==> src/rtl/status_flag_ctrl.sv <==
`default_nettype none
// ============================================================================
// Module      : status_flag_ctrl
// Description : ZNCV status flag controller. Owns the committed flag
//               register, arbitrates stack restore / explicit write / masked
//               ALU update, keeps a LIFO save stack and evaluates branch
//               condition codes against the committed flags.
// Revision    : 1.0 - initial release
// ============================================================================
module status_flag_ctrl #(
    parameter int DEPTH = 4,
    parameter int PTR_W = 2
) (
    input  logic       clk,
    input  logic       rst_n,
    input  logic       i_alu_valid,
    input  logic [3:0] i_alu_flags,
    input  logic [3:0] i_alu_mask,
    input  logic       i_wr_valid,
    input  logic [3:0] i_wr_flags,
    input  logic       i_push,
    input  logic       i_pop,
    input  logic [3:0] i_cond,
    output logic [3:0] o_flags,
    output logic       o_cond_true,
    output logic       o_stack_empty,
    output logic       o_stack_full,
    output logic       o_drop,
    output logic       o_err
);

    localparam logic [PTR_W:0] c_FULL_COUNT = (PTR_W + 1)'(DEPTH);

    // Flag bit positions within {z,n,c,v}
    localparam int c_Z = 3;
    localparam int c_N = 2;
    localparam int c_C = 1;
    localparam int c_V = 0;

    logic [3:0]       r_flags;
    logic [PTR_W:0]   r_count;
    logic [3:0]       r_stack [DEPTH];
    logic             r_err;
    logic             r_drop;

    logic             w_empty;
    logic             w_full;
    logic             w_pop_ok;
    logic             w_push_ok;
    logic [PTR_W-1:0] w_top_idx;
    logic [PTR_W-1:0] w_wr_idx;
    logic [3:0]       w_flags_nxt;
    logic             w_drop_nxt;
    logic             w_err_nxt;
    logic [PTR_W:0]   w_count_nxt;
    logic             w_cond;

    assign w_empty   = (r_count == '0);
    assign w_full    = (r_count == c_FULL_COUNT);
    // Simultaneous push and pop cancel each other entirely
    assign w_pop_ok  = i_pop  & ~i_push & ~w_empty;
    assign w_push_ok = i_push & ~i_pop  & ~w_full;
    assign w_top_idx = PTR_W'(r_count - 1'b1);
    assign w_wr_idx  = PTR_W'(r_count);

    // Flag update arbitration: valid pop, then explicit write, then masked ALU
    always_comb begin
        w_flags_nxt = r_flags;
        w_drop_nxt  = 1'b0;
        if (w_pop_ok) begin
            w_flags_nxt = r_stack[w_top_idx];
            w_drop_nxt  = i_wr_valid | i_alu_valid;
        end else if (i_wr_valid) begin
            w_flags_nxt = i_wr_flags;
            w_drop_nxt  = i_alu_valid;
        end else if (i_alu_valid) begin
            w_flags_nxt = (r_flags & ~i_alu_mask) | (i_alu_flags & i_alu_mask);
        end
    end

    // Stack occupancy and sticky misuse error
    always_comb begin
        w_count_nxt = r_count;
        if (w_push_ok) begin
            w_count_nxt = r_count + 1'b1;
        end else if (w_pop_ok) begin
            w_count_nxt = r_count - 1'b1;
        end
        w_err_nxt = r_err
                  | (i_push & ~i_pop  & w_full)
                  | (i_pop  & ~i_push & w_empty);
    end

    // Committed state registers
    always_ff @(posedge clk or negedge rst_n) begin
        if (!rst_n) begin
            r_flags <= 4'b0000;
            r_count <= '0;
            r_err   <= 1'b0;
            r_drop  <= 1'b0;
        end else begin
            r_flags <= w_flags_nxt;
            r_count <= w_count_nxt;
            r_err   <= w_err_nxt;
            r_drop  <= w_drop_nxt;
        end
    end

    // Save stack storage; saves the flags as they were before this cycle's update
    always_ff @(posedge clk) begin
        if (w_push_ok) begin
            r_stack[w_wr_idx] <= r_flags;
        end
    end

    // Branch condition evaluation on committed flags (no forwarding)
    always_comb begin
        w_cond = 1'b0;
        case (i_cond)
            4'd0:    w_cond =  r_flags[c_Z];
            4'd1:    w_cond = ~r_flags[c_Z];
            4'd2:    w_cond =  r_flags[c_C];
            4'd3:    w_cond = ~r_flags[c_C];
            4'd4:    w_cond =  r_flags[c_N];
            4'd5:    w_cond = ~r_flags[c_N];
            4'd6:    w_cond =  r_flags[c_V];
            4'd7:    w_cond = ~r_flags[c_V];
            4'd8:    w_cond =  r_flags[c_C] & ~r_flags[c_Z];
            4'd9:    w_cond = ~r_flags[c_C] |  r_flags[c_Z];
            4'd10:   w_cond =  (r_flags[c_N] == r_flags[c_V]);
            4'd11:   w_cond =  (r_flags[c_N] != r_flags[c_V]);
            4'd12:   w_cond = ~r_flags[c_Z] &  (r_flags[c_N] == r_flags[c_V]);
            4'd13:   w_cond =  r_flags[c_Z] |  (r_flags[c_N] != r_flags[c_V]);
            4'd14:   w_cond = 1'b1;
            default: w_cond = 1'b0;
        endcase
    end

    assign o_flags       = r_flags;
    assign o_cond_true   = w_cond;
    assign o_stack_empty = w_empty;
    assign o_stack_full  = w_full;
    assign o_drop        = r_drop;
    assign o_err         = r_err;

endmodule
`default_nettype wire

==> config.mk <==
export PLATFORM = sky130hd
export DESIGN_NAME = status_flag_ctrl
export DESIGN_NICKNAME = d
export VERILOG_FILES = /design/src/rtl/status_flag_ctrl.sv
export SDC_FILE = /design/constraint.sdc
export NUM_CORES = 1
export LEC_CHECK = 0
export BUFFER_PORTS_ARGS = -buffer_cell sky130_fd_sc_hd__buf_2
export CAP_MARGIN = 30
export CORE_MARGIN = 4
export CORE_UTILIZATION = 31
export CTS_BUF_LIST = sky130_fd_sc_hd__clkbuf_4
export CTS_CLUSTER_SIZE = 24
export DETAILED_ROUTE_END_ITERATION = 12
export PLACE_DENSITY = 0.58
export SYNTH_ARGS = -nofsm -noshare
export SYNTH_HDL_FRONTEND = slang
export SYNTH_SLANG_ARGS = --single-unit
==> constraint.sdc <==
create_clock -name clk -period 5.8 [get_ports clk]
set_input_delay 1.45 -clock clk [delete_from_list [all_inputs] [get_ports clk]]
set_output_delay 1.45 -clock clk [all_outputs]
set_load 0.02 [all_outputs]
# [After elaboration in Yosys (flattened, before gate mapping)]
# Memories as Yosys holds them, arrays and structs flattened.
# Index checks and enable logic that the tools add are counted.
[totals] register_bits=9 ram_bits=16 inputBits=22 out_inout_bits=9 word_cells=63 n_memories=1
[classes] addsub=2 eq_ne=17 mux=10 bitwise_logic=25 n_reduce_logical=4
[mem_list] memory="r_stack" words=4 word_bits=4 rd=1 rd_ports_with_merged_regs=0 write_ports=1 line_no="42" source="logic [3:0] r_stack [DEPTH];"
[ops] op="$eq A4 B4 Y1 const B" n=7
[ops] op="$eq A4 B3 Y1 const B" n=4
[ops] op="$pmux W1 S15" n=1
[ops] op="$mux W4" n=3
[ops] op="$and A1 B1 Y1" n=8
[ops] op="$and A4 B4 Y4" n=2
[ops] op="$eq A4 B2 Y1 const B" n=2
[ops] op="$not A1 Y1" n=8
[ops] op="$mux W3" n=2
[ops] op="$or A1 B1 Y1" n=5
[ops] op="$eq A4 B1 Y1 const B" n=1
[ops] op="$logic_not A4 Y1" n=1
[ops] op="$mux W1" n=4
[ops] op="$not A4 Y4" n=1
[ops] op="$or A4 B4 Y4" n=1
[ops] op="$add A3 B1 Y3 const B" n=1
[ops] op="$eq A3 B3 Y1 const B" n=1
[ops] op="$logic_not A3 Y1" n=1
[ops] op="$reduce_bool A3 Y1" n=1
[ops] op="$sub A3 B1 Y3 const B" n=1
[ops] op="$reduce_bool A2 Y1" n=1
[ops] op="$eq A1 B1 Y1" n=1
[ops] op="$ne A1 B1 Y1" n=1

# [Depth between registers and ports, before layout]
# Gate-level depths: netlist (run 1).
[depth] word_depth=6 mapped_depth=9 depth_no_buf=7

# [Worst setup path after synthesis (run 1)]
# No wires, ideal clock.
[synth_path] kind="in2out" startpoint="input port i_cond[2]" endpoint="output port o_cond_true" arrival_time_ps=2441 t_required_ps=4350 path_slack_ps=1909 path_stages=5 n_path_buf=1 path_cell_list="buf_2 and3b_1 a22oi_2 xor2_1 o2111ai_1"
[synth_via] elab_chain_len=2 word_cells_on_any_way=16 classes_between="eq/ne (14); mux (1); reduce/logical (1)"
[synth_rtl] item="start, declared" line_no="23" source="input logic [3:0] i_cond,"
[synth_rtl] item="$eq A4 B4 Y1 (tied with other cells)" line_no="119" source="case (i_cond)"
[synth_rtl] item="$pmux W1 S15 (*)" line_no="119"
[synth_rtl] item="end, declared" line_no="25" source="output logic o_cond_true,"
# Every way passes the cells marked *; elsewhere a longest branch is shown, timed or not.

# [Worst setup path in the final report (run 1)]
[layout_path] startpoint="input port i_cond[0]" endpoint="output port o_cond_true"
# The elaborated chain is that of the path after synthesis.

==> impl_metrics.env, run 1 <==
export IMPL_status="completed"
export IMPL_p_switching_w=0.0002272
export IMPL_worst_pin_slew_ns=0.5934
export IMPL_p_seq_frac=0.469
export IMPL_finalSetupTns_ns=0
export IMPL_fin_crit_sh=0.6781
export IMPL_fp_dieW_um=74.69
export IMPL_routedWlPerCell_um=15.30
export IMPL_utilization=0.3835
export IMPL_drt_pass1_iterations=4
export IMPL_fin_nets=166
export IMPL_grt_pass1_wl_um=4367
export IMPL_root_buffer="clkbuf_4"
export IMPL_seq_area_frac_synth=0.5118
export IMPL_grt_max_degree=15
export IMPL_synth_warnings=0
export IMPL_syn_num_nets=136
export IMPL_hold_buffers=0
export IMPL_leakagePower_nw=0.6543
export IMPL_rsz0062_at_grt="false"
export IMPL_swShare=0.3701
export IMPL_startpoint_type="input pin"
export IMPL_path_max_fanout=7
export IMPL_grt_pass1_vias=930
export IMPL_max_slew_margin=0.6040
export IMPL_clockBufferDepth=2
export IMPL_cp_arrival_ns=2.48
export IMPL_core_area_um2=4144
export IMPL_syn_area_per_cell_um2=12.77
export IMPL_drtAntennaViolNets=0
export IMPL_worst_setup_hold_path_clk_slew_ns=0.12
export IMPL_setup_violations=0
export IMPL_end_kind="primary output"
export IMPL_numCtsBuffers=3
export IMPL_period_needed_ns=3.933
export IMPL_antenna_found_initial=0
export IMPL_drive_gt1_frac=0.3723
export IMPL_pin_count=31
export IMPL_detailedPlace_worstSlack_ns=1.854
export IMPL_cp_required_ns=4.35
export IMPL_critPathKind="input pin to primary output"
export IMPL_skew_ns=0.006526
export IMPL_p_int_w=0.0003867
export IMPL_drc=0
export IMPL_max_freq_mhz=254.3
export IMPL_clk_latency_ns=0.32
export IMPL_power_frac_clock=0.133
export IMPL_irDropWorstVdd_uv=144.4
export IMPL_syn_inst=108
export IMPL_cts_repair_resized=0
export IMPL_power_frac_comb=0.398
export IMPL_overflow=0
export IMPL_ys_types=36
export IMPL_hold_class="flip-flop to flip-flop"
export IMPL_power_density_nw_per_um2=386.3
export IMPL_hold_viol_final=0
export IMPL_synth_edff_count=16
export IMPL_die_h_um=74.69
export IMPL_fin_hold_ws_ns=0.4959
export IMPL_start_util=0.3327
export IMPL_synth_flop_cell="edfxtp_1"
export IMPL_rows=23
export IMPL_htree_levels=1
export IMPL_drv_slew=0
export IMPL_async_flop_share=0.3600
export IMPL_cts_tree="built"
export IMPL_area_delta_synth_final_pct=15.24
export IMPL_antennaDiodeCount=0
export IMPL_cts_setup_buffers=0
export IMPL_hpwl_um=2250
export IMPL_maxCapViolations=0
export IMPL_setup_ws_ns=1.867
export IMPL_drt_total_wl_um=2862
export IMPL_initialDrtViolationCount=52
export IMPL_grt_usage=0.1071
export IMPL_detail_route_vias_per_cell=4.888
export IMPL_gp_congestion=0.7189
export IMPL_ys_seq_elements=25
export IMPL_vias=914
export IMPL_synth_area_um2=1379
export IMPL_portBuffers=30
export IMPL_die_area_um2=5579
export IMPL_cts_sinks=25
==> critical path: stages <==
cell	delay (ns)
buf_2	0.15
nor3b_1	0.24
a21oi_1	0.06
or3_1	0.30
o2111ai_1	0.09
buf_2	0.19
==> final timing paths <==
check,startpoint,cells after the start,endpoint,slack (ns)
worst max-delay path,i_cond[0],6,o_cond_true,1.87
worst min-delay path,o_err,1,o_err,0.50
worst max register to register,r_count[0],6,r_count[0],3.66
worst min register to register,o_err,1,o_err,0.50
max in group asynchronous,rst_n,1,asynchronous set/reset pin,4.66
min in group asynchronous,rst_n,1,r_count[2],0.95
==> area by class of cell <==
| type | instances | area (µm²) |
|---|---|---|
| Fill cell | 414 | 2555 |
| Multi-Input combinational cell | 74 | 625.6 |
| Tap cell | 50 | 62.56 |
| Timing Repair Buffer | 30 | 150.1 |
| Clock buffer | 4 | 30.03 |
| Inverter | 4 | 15.01 |
| Sequential cell | 25 | 705.7 |
==> layer usage <==
layer,GRT usage,vias up,part of all wire
met5,0,-,0
met3,0.02403,7,0.045
met4,0.03557,0,0.019
li1,-,449,-
met2,0.1873,22,0.51
met1,0.1307,436,0.42
==> power by group through the flow <==
stage	Combinational (W)	Sequential, W	Clock [W]
2_1_floorplan	0.000181	0.000286	0
3_3_place_gp	0.000239	0.000290	0
3_5_place_dp	0.000247	0.000293	0
4_1_cts	0.000249	0.000289	0.0000841
5_1_grt	0.000270	0.000296	0.0000911
6_report	0.000245	0.000288	0.0000817
==> cells in the final DEF, fill, tap and decap left out, drive strengths merged <==
cell type | synthesis | final
a21oi | 4 | 4
ha | 6 | 6
o211ai | 1 | 1
nor3 | 1 | 1
o2111ai | 1 | 1
a22oi | 1 | 1
and2 | 4 | 4
dfrtp | 9 | 9
or3 | 1 | 1
nor2 | 6 | 6
xor2 | 3 | 3
o21ai | 4 | 4
a311o | 1 | 1
mux4 | 4 | 4
inv | 4 | 4
edfxtp | 16 | 16
nor2b | 1 | 1
buf | 5 | 30
xnor2 | 2 | 2
nand2 | 12 | 12
nand2b | 2 | 2
clkbuf | 0 | 4
mux2 | 4 | 4
and3b | 1 | 1
o22ai | 1 | 1
maj3 | 1 | 1
nand3 | 1 | 1
o31ai | 1 | 1
nand3b | 1 | 1
nor3b | 5 | 5
mux2i | 5 | 5
==> cells in the mapped netlist, types with 2 or more instances <==
cell type	count	area (µm²)
mux2i_1	5	50.05
edfxtp_1	16	480.5
o21ai_0	4	20.02
xnor2_1	2	17.52
nor3b_1	3	22.52
xor2_1	3	26.28
a21oi_1	3	15.01
mux4_2	4	90.09
nor2_1	6	22.52
mux2_2	4	45.04
nand2_1	12	45.04
inv_1	4	15.01
nor3b_4	2	37.54
dfrtp_1	9	225.2
and2_2	3	22.52
ha_1	6	75.07
nand2b_1	2	12.51
buf_2	2	10.01
==> per-stage QoR <==
| step | cell area, µm² | instances | total power (W) |
|---|---|---|---|
| floorplan | 1379 | 108 | 0.0004664 |
| global placement | 1559 | 183 | 0.0005290 |
| detailed placement | 1559 | 183 | 0.0005399 |
| CTS | 1589 | 187 | 0.0006223 |
| global route | 1589 | 187 | 0.0006571 |
| finish | 1589 | 187 | 0.0006139 |
==> kinds of logic after synthesis <==
logic type / synth area share
compound gates: 0.07350
xor+xnor: 0.03177
fa+ha+maj: 0.06170
buf+inv: 0.03448
flops: 0.5118
mux: 0.1343
simple gates: 0.1524
No activity file was read; power rests on OpenSTA's default activity.
==> run 2, diff against run 1 <==
PLACE_DENSITY = 0.59   (was 0.58)
clock period = 3.6 ns   (was 5.8 ns; I/O delays follow)
==> run 2 against run 1 <==
First-iteration DRC count fell by 42%. Clock-buffer cell count fell by 1. Core utilization barely moved. Register-to-register slack got worse by 2.2 ns. Critical path type unchanged. Largest power group unchanged.
==> impl_metrics.env, run 2 (synthesis results as in run 1) <==
export IMPL_vias=937
export IMPL_initialDrtViolationCount=30
export IMPL_critPathKind="input pin to primary output"
export IMPL_routedWlPerCell_um=15.67
export IMPL_antennaDiodeCount=0
export IMPL_placedCellCount=183
export IMPL_utilization=0.3838
export IMPL_multiInputGateArea_um2=625.6
export IMPL_register_area_um2=705.7
export IMPL_busiest_layer="met2"
export IMPL_stdcell_count=187
export IMPL_use_met3=0.03071
export IMPL_maxCapViolations=0
export IMPL_hold_class="input pin to asynchronous set/reset pin"
export IMPL_numCtsBuffers=3
export IMPL_skew_ns=0.002528
export IMPL_drt_total_wl_um=2931
export IMPL_leakagePower_nw=0.6542
export IMPL_rsz0062_at_grt="false"
export IMPL_startpoint_type="input pin"
export IMPL_drv_slew=0
export IMPL_grt_max_degree=17
export IMPL_hpwl_um=2270
export IMPL_grt_pass1_vias=1022
export IMPL_portBuffers=30
export IMPL_drt_pass1_iterations=4
export IMPL_detail_route_vias_per_cell=5.011
export IMPL_rows=23
export IMPL_cts_tree="built"
export IMPL_htree_levels=1
export IMPL_worst_setup_hold_path_clk_slew_ns=0.14
export IMPL_area_delta_synth_final_pct=15.34
export IMPL_cts_setup_buffers=0
export IMPL_clk_latency_ns=0.32
export IMPL_gp_congestion=0.7542
export IMPL_fin_nets=166
export IMPL_setup_violations=0
export IMPL_pin_count=31
export IMPL_cts_sinks=25
export IMPL_mostFrequentLayoutCells="buf_2, edfxtp_1, nand2_1, dfrtp_1"
export IMPL_fp_dieW_um=74.69
export IMPL_status="completed"
export IMPL_grt_met1_usage=0.1410
export IMPL_root_buffer="clkbuf_4"
export IMPL_die_area_um2=5579
export IMPL_cts_repair_resized=0
export IMPL_max_stage_delay_ns=0.33
export IMPL_finalSetupTns_ns=0
export IMPL_r2r_slack_ns=1.46
export IMPL_drc=0
export IMPL_crit_top_cell="buf_2"
export IMPL_drive_gt1_frac=0.3723
export IMPL_cp_required_ns=2.70
export IMPL_max_slew_margin=0.6335
export IMPL_core_area_um2=4144
export IMPL_hold_viol_final=0
export IMPL_grt_pass1_wl_um=4788
export IMPL_final_common_cell="buf_2"
export IMPL_met2_usage=0.2029
export IMPL_path_max_fanout=7
export IMPL_crit_chain="buf_2 > nor3b_1 > a21oi_1 > or3_1 > o2111ai_1 > buf_2"
export IMPL_worst_pin_slew_ns=0.5491
export IMPL_antenna_found_initial=0
export IMPL_fin_crit_sh=0.7994
export IMPL_period_needed_ns=2.878
export IMPL_max_freq_mhz=347.5
export IMPL_total_power_w=0.0009939
export IMPL_irDropWorstVdd_uv=233.6
export IMPL_power_density_nw_per_um2=625.0
export IMPL_drtAntennaViolNets=0
export IMPL_die_h_um=74.69
export IMPL_overflow=0
export IMPL_end_kind="primary output"
export IMPL_cp_arrival_ns=1.98
export IMPL_clockBufferDepth=2
export IMPL_nFillCells=402
export IMPL_grt_usage=0.1142
export IMPL_hold_buffers=0
export IMPL_start_util=0.3327
export IMPL_cp_slowest_cell="or3_1"
-- run 2: cell count changes in the layout (fill, tap and decap cells not counted), sizes merged --
| cell | previous run | this run |
|---|---|---|
| inv | 4 | 5 |
| clkbuf | 4 | 3 |
-- run 2: final cells by class --
type | instances | share of cell area
inverters | 4 | 0.009441
repair buffers | 30 | 0.09441
clock buffers | 3 | 0.01416
flip-flops and latches | 25 | 0.4437
well taps | 50 | 0.03934
multi-input cells | 74 | 0.3934
clock inverters | 1 | 0.005507
-- run 2: final timing paths --
kind / start / endpoint / depth (start not counted)
worst max-delay path: i_cond[0] / o_cond_true / 6
worst min-delay path: rst_n / r_count[1] / 1
worst max register to register: r_count[0] / r_count[0] / 6
worst min register to register: o_err / o_err / 1
max in group asynchronous: rst_n / asynchronous set/reset pin / 1
min in group clk: o_err / o_err / 1
-- run 2: critical path: cells and delay by family --
| family | cells | cell delay (ns) |
|---|---|---|
| compound gates | 2 | 0.16 |
| buf+inv | 2 | 0.35 |
| simple gates | 2 | 0.56 |
-- run 2: metrics by stage --
step	setup slack (ns)	area (µm²)	hold WS, ns
global route	0.6630	1590	0.3899
CTS	0.7163	1590	0.3994
floorplan	0.8094	1379	0.4843
finish	0.7222	1590	0.4068
detailed placement	0.7222	1559	0.4963
global placement	0.8303	1559	0.4688
-- run 2: routing by layer --
layer	up-vias	part of all wire	routed length (µm)
li1	448	-	-
met1	466	0.42	1243
met2	21	0.52	1531
met3	2	0.050	147
met4	0	0.0027	8
met5	-	0	0
-- run 2: where the power goes --
| group | switching [W] | internal (W) | total (W) |
|---|---|---|---|
| sequential | 0.0000869 | 0.000382 | 0.000469 |
| clock | 0.0000868 | 0.0000452 | 0.000132 |
| combinational | 0.000203 | 0.000189 | 0.000393 |
| total | 0.000377 | 0.000617 | 0.000994 |
==> run 3, diff against run 2 <==
ABC_AREA = 1   (was default)
PLACE_DENSITY = 0.57   (was 0.59)
clock period = 2.9 ns   (was 3.6 ns; I/O delays follow)
==> run 3 against run 2 <==
Sequential share of layout area shrank 2.3 points. Highest routed layer unchanged. Sequential power up 18%. Critical path type is now flip-flop to primary output. Largest power group is now combinational logic. Critical path depth rose by 3. Register-to-register slack worse by 0.40 ns. Wire length is 14% higher. Sequential cell count stayed put. Worst setup slack lost 0.21 ns. Core utilization is 0.37 points lower.
==> impl_metrics.env, run 3 <==
export IMPL_use_met3=0.01064
export IMPL_r2r_start="r_count[0]"
export IMPL_leakagePower_nw=0.8734
export IMPL_synth_area_um2=1435
export IMPL_htree_levels=1
export IMPL_syn_inst=177
export IMPL_r2r_end="r_stack[1][2]"
export IMPL_syn_area_per_cell_um2=8.108
export IMPL_initialDrtViolationCount=94
export IMPL_fin_crit_sh=0.8217
export IMPL_fin_hold_ws_ns=0.2339
export IMPL_area_delta_synth_final_pct=16.91
export IMPL_synth_top_area_frac=0.3348
export IMPL_ys_types=21
export IMPL_netlist_top_cells_count="nand2_1, inv_1, edfxtp_1, nand3_1, nor2_1"
export IMPL_vias=1204
export IMPL_finalSetupTns_ns=0
export IMPL_grt_pass1_vias=1192
export IMPL_fin_nets=240
export IMPL_drt_total_wl_um=3337
export IMPL_startpoint_type="flip-flop"
export IMPL_cp_required_ns=2.17
export IMPL_drc=0
export IMPL_placedCellCount=259
export IMPL_synth_warnings=0
export IMPL_synth_xor_area_share=0.006103
export IMPL_clk_latency_ns=0.32
export IMPL_ys_seq_elements=25
export IMPL_critPathKind="flip-flop to primary output"
export IMPL_root_buffer="clkbuf_4"
export IMPL_pin_count=31
export IMPL_crit_top_cell="nand2_1"
export IMPL_crit_family="simple AND/OR/NAND/NOR gates"
export IMPL_cts_setup_buffers=0
export IMPL_cp_arrival_ns=1.66
export IMPL_cts_tree="built"
export IMPL_mostFrequentLayoutCells="nand2_1, buf_2, inv_1, nand3_1, edfxtp_1"
export IMPL_utilization=0.3801
export IMPL_skew_ns=0.007401
export IMPL_worst_path_buf_inv=2
export IMPL_cp_slowest_cell="dfrtp_1"
export IMPL_overflow=0
export IMPL_die_h_um=76.04
export IMPL_async_flop_share=0.3600
export IMPL_worst_setup_hold_path_clk_slew_ns=0.14
export IMPL_antenna_found_initial=0
export IMPL_synth_top_family_by_area="simple AND/OR/NAND/NOR gates"
export IMPL_synth_edff_count=16
export IMPL_grt_usage=0.1197
export IMPL_gp_congestion=0.8894
export IMPL_path_max_fanout=7
export IMPL_clockBufferDepth=2
export IMPL_endpoint="o_cond_true"
export IMPL_max_stage_delay_ns=0.50
export IMPL_hold_class="input pin to asynchronous set/reset pin"
export IMPL_cts_sinks=25
export IMPL_yosys_area_share_simple=0.3017
export IMPL_drive_gt1_frac=0.2038
export IMPL_max_freq_mhz=419.7
export IMPL_syn_num_nets=205
export IMPL_routedWlPerCell_um=12.69
export IMPL_synth_flop_cell="edfxtp_1"
export IMPL_met2_usage=0.1884
export IMPL_drtAntennaViolNets=0
export IMPL_drv_slew=0
export IMPL_drt_pass1_iterations=4
export IMPL_maxCapViolations=0
export IMPL_seq_area_frac_synth=0.4917
export IMPL_core_area_um2=4414
export IMPL_synth_fa_ha_area_frac=0.06016
export IMPL_cts_repair_resized=0
export IMPL_synth_most_common_cell="nand2_1"
export IMPL_synth_area_mux_share=0
export IMPL_synth_compound_area_share=0.06016
export IMPL_busiest_layer="met2"
export IMPL_rows=24
export IMPL_hold_viol_final=0
export IMPL_setup_violations=0
export IMPL_rsz0062_at_grt="false"
export IMPL_start_util=0.3251
export IMPL_period_needed_ns=2.383
export IMPL_worst_pin_slew_ns=0.4077
export IMPL_status="completed"
export IMPL_crit_chain="inv_1 > nand2_1 > nand3_1 > nand2_1 > nand2_1 > nand2_1 > nor2_1 > nand2_1 > buf_2"
export IMPL_irDropWorstVdd_uv=246.4
export IMPL_hpwl_um=2630
export IMPL_fp_dieW_um=76.04
export IMPL_grt_max_degree=15
export IMPL_numCtsBuffers=3
export IMPL_end_kind="primary output"
export IMPL_r2r_slack_ns=1.06
export IMPL_netlist_top_cell_by_area="edfxtp_1"
export IMPL_crit_cells=9
export IMPL_die_area_um2=5782
export IMPL_hold_buffers=0
export IMPL_synthTopCellsByArea="edfxtp_1, nand2_1, dfrtp_1"
export IMPL_antennaDiodeCount=0
export IMPL_grt_pass1_wl_um=5664
export IMPL_rr_worst_depth=5
export IMPL_grt_met1_usage=0.1683
export IMPL_stdcell_count=263
export IMPL_portBuffers=30
export IMPL_power_density_nw_per_um2=803.7
export IMPL_max_slew_margin=0.7272
export IMPL_detail_route_vias_per_cell=4.578
export IMPL_final_common_cell="nand2_1"
-- run 3: final cells by class --
type | instances | area (µm²)
Inverter | 28 | 107.6
Clock buffer | 3 | 22.52
Fill cell | 468 | 2736
Clock inverter | 1 | 5.005
Sequential cell | 25 | 705.7
Timing Repair Buffer | 31 | 157.7
Multi-Input combinational cell | 123 | 614.3
Tap cell | 52 | 65.06
-- run 3: how the worst min path moves through the flow --
| stage | start | endpoint | slack, ns | cells after the start |
|---|---|---|---|---|
| after CTS | rst_n | o_err | 0.22 | 1 |
| after detailed placement | o_err | o_err | 0.45 | 1 |
| final | rst_n | asynchronous set/reset pin | 0.23 | 1 |
| after global routing | rst_n | asynchronous set/reset pin | 0.23 | 1 |
| after global placement | o_err | o_err | 0.45 | 1 |
| after floorplan | rst_n | asynchronous set/reset pin | 0.43 | 0 |
-- run 3: per-layer routing --
layer | vias to the layer above | share of wire | wire length (µm)
met1 | 534 | 0.48 | 1609
met3 | 4 | 0.038 | 126
met5 | - | 0 | 0
met2 | 30 | 0.47 | 1566
met4 | 0 | 0.010 | 35
li1 | 636 | - | -
-- run 3: power breakdown --
part	leakage [nW]	internal, W	switching, W
Combinational	0.608	0.000224	0.000415
Sequential	0.248	0.000481	0.0000724
Clock	0.0177	0.0000516	0.000105
Total	0.873	0.000756	0.000592
-- run 3: metrics by stage --
stage               instance area, µm²  setup WS [ns]  total power (W)
finish                            1678         0.5171         0.001348
global route                      1678         0.3356         0.001481
CTS                               1678         0.4825         0.001370
detailed placement                1650         0.6114         0.001209
global placement                  1650         0.6001         0.001203
floorplan                         1435         0.8795         0.001000
-- run 3: logic make-up (layout without fill, tap and decap cells) --
kind of cell             after synthesis  count (layout)
AND/OR/NAND/NOR                       99              99
XOR/XNOR                               1               1
AO/OA/AOI/OAI                         16              16
buffers and inverters                 29              63
adder cells (fa/ha/maj)                7               7
flip-flops                            25              25
